$ cat src/rtl/seven_seg_scanner_if.sv
// Frame-load handshake between a display producer (master) and seven_seg_scanner (slave).
// A frame transfers on any clk edge where load_valid and load_ready are both high.
interface seven_seg_scanner_if #(
   parameter int unsigned DIGITS = 4
) ();
   logic                load_valid;
   logic                load_ready;
   logic [4*DIGITS-1:0] digits_in;
   logic [DIGITS-1:0]   dp_in;
   logic [DIGITS-1:0]   blank_in;

   modport master (
      output load_valid,
      output digits_in,
      output dp_in,
      output blank_in,
      input  load_ready
   );

   modport slave (
      input  load_valid,
      input  digits_in,
      input  dp_in,
      input  blank_in,
      output load_ready
   );
endinterface

$ cat src/rtl/seven_seg_scanner.sv
// Multiplexed seven-segment driver: time-slices DIGITS hex digits with PWM brightness,
// leading-zero blanking and a double-buffered frame load applied only at frame boundaries.
module seven_seg_scanner #(
   parameter int unsigned DIGITS = 4,
   parameter int unsigned DIV_W  = 18
) (
   input  logic                      clk,
   input  logic                      reset,
   seven_seg_scanner_if.slave        load_if,
   input  logic [3:0]                bright,
   input  logic                      lz_en,
   output logic [6:0]                seg,
   output logic                      dp,
   output logic [DIGITS-1:0]         an,
   output logic                      frame_tick
);

   localparam int unsigned IdxW = (DIGITS > 1) ? $clog2(DIGITS) : 1;
   localparam logic [IdxW-1:0] LastIdx = IdxW'(DIGITS - 1);

   logic [DIV_W-1:0]    slot_q;
   logic [IdxW-1:0]     idx_q;
   logic [3:0]          bright_q;
   logic                frame_tick_q;

   logic [4*DIGITS-1:0] act_digits_q, pend_digits_q;
   logic [DIGITS-1:0]   act_dp_q, pend_dp_q;
   logic [DIGITS-1:0]   act_blank_q, pend_blank_q;
   logic                pend_full_q;

   logic [6:0]          seg_q, seg_d;
   logic                dp_q, dp_d;
   logic [DIGITS-1:0]   an_q, an_d;

   logic                slot_wrap;
   logic                boundary;
   logic                xfer;
   logic [DIGITS-1:0]   lz_blank;
   logic [3:0]          cur_hex;
   logic                cur_dp;
   logic                cur_dark;
   logic [DIGITS-1:0]   cur_an;

   function automatic logic [6:0] hex_to_seg(input logic [3:0] h);
      logic [6:0] s;
      case (h)
         4'h0: s = 7'h40;
         4'h1: s = 7'h79;
         4'h2: s = 7'h24;
         4'h3: s = 7'h30;
         4'h4: s = 7'h19;
         4'h5: s = 7'h12;
         4'h6: s = 7'h02;
         4'h7: s = 7'h78;
         4'h8: s = 7'h00;
         4'h9: s = 7'h10;
         4'hA: s = 7'h08;
         4'hB: s = 7'h03;
         4'hC: s = 7'h46;
         4'hD: s = 7'h21;
         4'hE: s = 7'h06;
         default: s = 7'h0E;
      endcase
      return s;
   endfunction

   assign slot_wrap          = &slot_q;
   assign boundary           = slot_wrap && (idx_q == LastIdx);
   assign load_if.load_ready = ~pend_full_q;
   assign xfer               = load_if.load_valid && ~pend_full_q;

   always_ff @(posedge clk or posedge reset) begin
      if (reset) begin
         slot_q       <= '0;
         idx_q        <= '0;
         bright_q     <= '0;
         frame_tick_q <= 1'b0;
      end else begin
         slot_q       <= slot_q + DIV_W'(1);
         if (slot_wrap) begin
            idx_q <= (idx_q == LastIdx) ? '0 : idx_q + IdxW'(1);
         end
         if (slot_q == '0) begin
            bright_q <= bright;
         end
         frame_tick_q <= boundary;
      end
   end

   // A load arriving on the boundary cycle only fills the pending buffer; never bypasses.
   always_ff @(posedge clk or posedge reset) begin
      if (reset) begin
         act_digits_q  <= '0;
         act_dp_q      <= '0;
         act_blank_q   <= '1;
         pend_digits_q <= '0;
         pend_dp_q     <= '0;
         pend_blank_q  <= '0;
         pend_full_q   <= 1'b0;
      end else if (boundary && pend_full_q) begin
         act_digits_q  <= pend_digits_q;
         act_dp_q      <= pend_dp_q;
         act_blank_q   <= pend_blank_q;
         pend_full_q   <= 1'b0;
      end else if (xfer) begin
         pend_digits_q <= load_if.digits_in;
         pend_dp_q     <= load_if.dp_in;
         pend_blank_q  <= load_if.blank_in;
         pend_full_q   <= 1'b1;
      end
   end

   // Digit i is a leading zero when it and every digit above it are zero; digit 0 never is.
   always_comb begin
      logic upper_zero;
      lz_blank   = '0;
      upper_zero = 1'b1;
      for (int i = int'(DIGITS) - 1; i >= 1; i--) begin
         upper_zero  = upper_zero && (act_digits_q[4*i +: 4] == 4'h0);
         lz_blank[i] = lz_en && upper_zero;
      end
   end

   always_comb begin
      cur_hex  = 4'h0;
      cur_dp   = 1'b0;
      cur_dark = 1'b1;
      cur_an   = '1;
      for (int i = 0; i < int'(DIGITS); i++) begin
         if (idx_q == IdxW'(i)) begin
            cur_hex   = act_digits_q[4*i +: 4];
            cur_dp    = act_dp_q[i];
            cur_dark  = act_blank_q[i] || lz_blank[i];
            cur_an[i] = 1'b0;
         end
      end
      // PWM: the top four slot bits form the duty ramp compared against brightness.
      if (slot_q[DIV_W-1 -: 4] > bright_q) begin
         cur_dark = 1'b1;
      end

      seg_d = 7'h7F;
      dp_d  = 1'b1;
      an_d  = '1;
      if (!cur_dark) begin
         seg_d = hex_to_seg(cur_hex);
         dp_d  = ~cur_dp;
         an_d  = cur_an;
      end
   end

   always_ff @(posedge clk or posedge reset) begin
      if (reset) begin
         seg_q <= 7'h7F;
         dp_q  <= 1'b1;
         an_q  <= '1;
      end else begin
         seg_q <= seg_d;
         dp_q  <= dp_d;
         an_q  <= an_d;
      end
   end

   assign seg        = seg_q;
   assign dp         = dp_q;
   assign an         = an_q;
   assign frame_tick = frame_tick_q;

endmodule

$ cat src/flat_wrapper.sv
// flat-port wrapper written by rule: the top's interface ports become plain ports
module seven_seg_scanner_flat 
#(
   parameter int unsigned DIGITS = 4,
   parameter int unsigned DIV_W  = 18
)
  (clk, reset, bright, lz_en, seg, dp, an, frame_tick, load_if_load_valid, load_if_digits_in, load_if_dp_in, load_if_blank_in, load_if_load_ready);
  seven_seg_scanner_if #(.DIGITS(DIGITS)) load_if_i ();
  input  logic clk;
  input  logic reset;
  input  logic [3:0] bright;
  input  logic lz_en;
  output logic [6:0] seg;
  output logic dp;
  output logic [DIGITS-1:0] an;
  output logic frame_tick;
  input wire logic [$bits(load_if_i.load_valid)-1:0] load_if_load_valid;
  input wire logic [$bits(load_if_i.digits_in)-1:0] load_if_digits_in;
  input wire logic [$bits(load_if_i.dp_in)-1:0] load_if_dp_in;
  input wire logic [$bits(load_if_i.blank_in)-1:0] load_if_blank_in;
  output wire logic [$bits(load_if_i.load_ready)-1:0] load_if_load_ready;
  assign load_if_i.load_valid = load_if_load_valid;
  assign load_if_i.digits_in = load_if_digits_in;
  assign load_if_i.dp_in = load_if_dp_in;
  assign load_if_i.blank_in = load_if_blank_in;
  assign load_if_load_ready = load_if_i.load_ready;
  seven_seg_scanner #(.DIGITS(DIGITS), .DIV_W(DIV_W)) u_core (.clk(clk), .reset(reset), .load_if(load_if_i), .bright(bright), .lz_en(lz_en), .seg(seg), .dp(dp), .an(an), .frame_tick(frame_tick));
endmodule
$ cat config.mk
export PLATFORM = sky130hd
export DESIGN_NAME = seven_seg_scanner_flat
export DESIGN_NICKNAME = d
export VERILOG_FILES = /design/src/rtl/seven_seg_scanner_if.sv /design/src/rtl/seven_seg_scanner.sv /design/src/flat_wrapper.sv
export SDC_FILE = /design/constraint.sdc
export NUM_CORES = 1
export LEC_CHECK = 0
export ABC_AREA = 1
export ABC_CLOCK_PERIOD_IN_PS = 4100
export BUFFER_PORTS_ARGS = -buffer_cell sky130_fd_sc_hd__buf_2
export CAP_MARGIN = 5
export CORE_MARGIN = 2
export CORE_UTILIZATION = 25
export DETAILED_ROUTE_END_ITERATION = 16
export PLACE_DENSITY_LB_ADDON = 0.05
export SYNTH_ARGS = -nofsm -noshare
export SYNTH_HDL_FRONTEND = slang
export SYNTH_SLANG_ARGS = --single-unit
$ cat constraint.sdc
create_clock -name clk -period 4.1 [get_ports clk]
set_input_delay 0.205 -clock clk [delete_from_list [all_inputs] [get_ports clk]]
set_output_delay 0.205 -clock clk [all_outputs]
set_load 0.02 [all_outputs]
==> results by group <==
Status
  – Status: complete, but fails checks
  – Failing checks: negative hold slack

CTS
  – Post-cts resize count: 0
  – CTS Root Cell: clkbuf_16
  – Clock Pin Slew Worst Setup and Hold Paths: 0.07 ns
  – TritonCTS clock tree: built
  – Clock sinks: 86
  – Post-CTS Hold Buffers: 0
  – Setup Buffers After CTS: 0
  – CTS buffer count: 9
  – H-tree depth: 3
  – Clk_lat worst skew: 0.35 ns
  – Clock Path Buffers: 2

Global route
  – First-pass GRT wire length: 16.3 mm
  – Overall global routing resource usage: 11.9%
  – Largest net degree at the start of global routing: 51
  – Vias in the first global route: 3,168
  – Grt ovf: 0
  – Initial antenna violation count: 0

Yosys
  – Ys flop type: dfrtp_1
  – Yosys warns: 0
  – Post-synth EDFFs: 0
  – Netlist cell types: 30
  – Asr flop ratio synth: 100%
  – Syn_nets: 499
  – Synth Cell Area: 4160 um2
  – Register area share after synthesis: 52.2%
  – Mapped Cells: 451
  – Syn Area/Cell: 9.23 um2
  – FF+latch count, synth: 86

Power
  – P_int: 1.41 mW
  – Sw frac: 20.8%
  – Clock power frac: 49.3%
  – Seq pwr share: 48.2%
  – NetSw: 0.370 mW
  – PwrDens: 361 nW/um2
  – VDD IR max: 0.235 mV
  – Leakage: 2.59 nW
  – Combinational Power Share: 2.5%

Timing
  – Unrepaired setup endpoints after global routing: false
  – Fin Setup TNS: 0 ns
  – WHS: -0.00765 ns
  – Tmin final: 2.51 ns
  – Slew Limit Fails: 0
  – Final Hold Viols: 5
  – Worst-Margin Slew: 1.09 ns
  – Worst setup margin: 1.59 ns
  – F_max: 398 MHz
  – Tcrit/Tclk final: 61.3%
  – Clk_skew: 0.00887 ns
  – Final setup violation count: 0
  – Worst slew margin: 27.1%

Drt
  – Via density: 4.13
  – Via count: 2,989
  – # DRC: 0
  – DR WL/cell: 13.1 um
  – TritonRoute pass-1 iters: 4
  – Total Wirelength: 9.48 mm
  – Antenna-violating nets left: 0
  – DRT iter0 DRCs: 107

Layout
  – Register area: 2170 um2
  – Commonest cells after routing, fill and taps aside: nand2_1 (156), dfrtp_1 (70), buf_2 (45)
  – Share of layout cells above drive strength 1: 24.0%
  – N_diodes: 0
  – Most common cell after layout, fill and taps aside: nand2_1
  – # nets final: 547
  – Footprint of the multi-input gates: 1740 um2
  – Layout area overhead: 18.1%
  – Fillers: 1,793

Floorplan
  – CORE AREA: 16,400 um2
  – Die Wd: 133 um
  – Die area: 17,700 um2
  – Row cnt: 47
  – Num ports: 46
  – Die H: 133 um
  – Initial Utilization: 25.4%

Critical path
  – WP depth: 13
  – CP Max Fanout: 7
  – R2r worst-path depth: 13
  – Reg-to-reg endpoint: u_core.seg[3]
  – CP startpoint kind: register
  – Kind of cell adding the most delay to the critical path: adder cells
  – CP required: 4.34 ns
  – Arr. time, crit path: 2.75 ns
  – Most used cell, CP: nand2_1
  – Setup Crit Path Kind: reg -> reg
  – R2R Setup Slk: 1.59 ns
  – CP Cell Sequence: inv_1 > ha_1 > inv_1 > nand2_1 > nand3_1 > nand2_1 > o21ai_0 > ha_1 > nand3_1 > nand3_1 > nand2_1 > inv_1 > nand2_1
  – FF-to-FF Start: u_core.idx_q[1]
  – Buf+Inv Stages, Crit Path: 3
  – CP max stage delay: 0.42 ns
  – Slowest cell on the critical path: dfrtp_1
  – Worst setup EP type: register

Placement
  – Routability cong.: 0.769
  – Post-DP HPWL: 6.89 mm
  – PortBufs: 45
  – Pre-CTS setup slack: 1.57 ns

Job
  – Max-cap violations: 0

Min path
  – Hold Crit Class: in -> async
through the flow:
stage	area [um2]	utilization [%]	power, mW	cells
2_1_floorplan	4160	-	0.892	451
3_3_place_gp	4600	28.0	0.917	708
3_5_place_dp	4600	28.0	0.917	708
4_1_cts	4920	30.0	1.82	724
5_1_grt	4920	30.0	1.86	724
6_report	4920	30.0	1.78	724
power by group through the flow:
stage	clock [mW]	sequential, mW	combinational [mW]
after floorplan	0	0.873	0.0190
after global placement	0	0.871	0.0462
after detailed placement	0	0.871	0.0466
after CTS	0.913	0.855	0.0470
after global routing	0.948	0.855	0.0521
final	0.876	0.855	0.0442
routing by layer:
layer | share of wire [%] | global-route usage (%) | vias to the layer above
li1 | - | - | 1512
met1 | 47 | 14.7 | 1426
met2 | 48 | 19.7 | 38
met3 | 3.2 | 3.33 | 13
met4 | 1.7 | 4.48 | 0
met5 | 0 | 0 | -
worst max-delay path by stage:
stage | start | end | slack [ns]
finish | u_core.idx_q[1] | u_core.seg[3] | 1.59
global route | u_core.idx_q[1] | u_core.seg[3] | 1.27
CTS | u_core.idx_q[1] | u_core.seg[3] | 1.54
detailed placement | u_core.idx_q[1] | u_core.seg[3] | 1.57
global placement | u_core.idx_q[1] | u_core.seg[3] | 1.54
floorplan | reset | u_core.act_digits_q[0] | 1.70
state kept, by name (all words and copies together) (netlist names):
signal,flops
u_core.slot_q,18
u_core.act_digits_q,16
u_core.pend_digits_q,16
u_core.seg,7
u_core.act_blank_q,4
u_core.act_dp_q,4
u_core.an,4
u_core.bright_q,4
u_core.pend_blank_q,4
u_core.pend_dp_q,4
u_core.idx_q,2
u_core.dp,1
u_core.frame_tick,1
u_core.pend_full_q,1
cells in the mapped netlist (2+ instances only):
| cell type | count | share of area, % |
|---|---|---|
| a21oi_1 | 10 | 1.2 |
| buf_2 | 5 | 0.60 |
| buf_6 | 4 | 1.1 |
| dfrtp_1 | 70 | 42 |
| dfstp_2 | 16 | 10 |
| ha_1 | 16 | 4.8 |
| inv_1 | 44 | 4.0 |
| inv_2 | 5 | 0.45 |
| mux2_2 | 24 | 6.5 |
| nand2_1 | 156 | 14 |
| nand2_2 | 4 | 0.60 |
| nand3_1 | 25 | 3.0 |
| nand4_1 | 5 | 0.75 |
| nor2_1 | 17 | 1.5 |
| nor2_4 | 2 | 0.54 |
| nor3_1 | 5 | 0.60 |
| nor3_4 | 2 | 0.78 |
| o21ai_0 | 14 | 1.7 |
| o21ai_1 | 3 | 0.36 |
| xor2_1 | 14 | 2.9 |
layout make-up:
class                   instances  share of cell area [%]
flip-flops and latches         86                    44.2
multi-input cells             307                    35.3
clock inverters                 5                    1.68
repair buffers                 46                    4.73
clock buffers                  11                    4.73
inverters                      49                    3.77
well taps                     220                    5.60
logic make-up (layout without fill, tap and decap cells):
group / count (synthesis) / in the layout / share of synthesized area [%]
adder cells (fa/ha/maj): 16 / 16 / 4.81
AND/OR/NAND/NOR: 225 / 225 / 24.0
multiplexers: 24 / 24 / 6.49
AO/OA/AOI/OAI: 27 / 27 / 3.25
XOR/XNOR: 15 / 15 / 3.16
flip-flops: 86 / 86 / 52.2
buffers and inverters: 58 / 111 / 6.10
(Power assumes the default switching activity.)
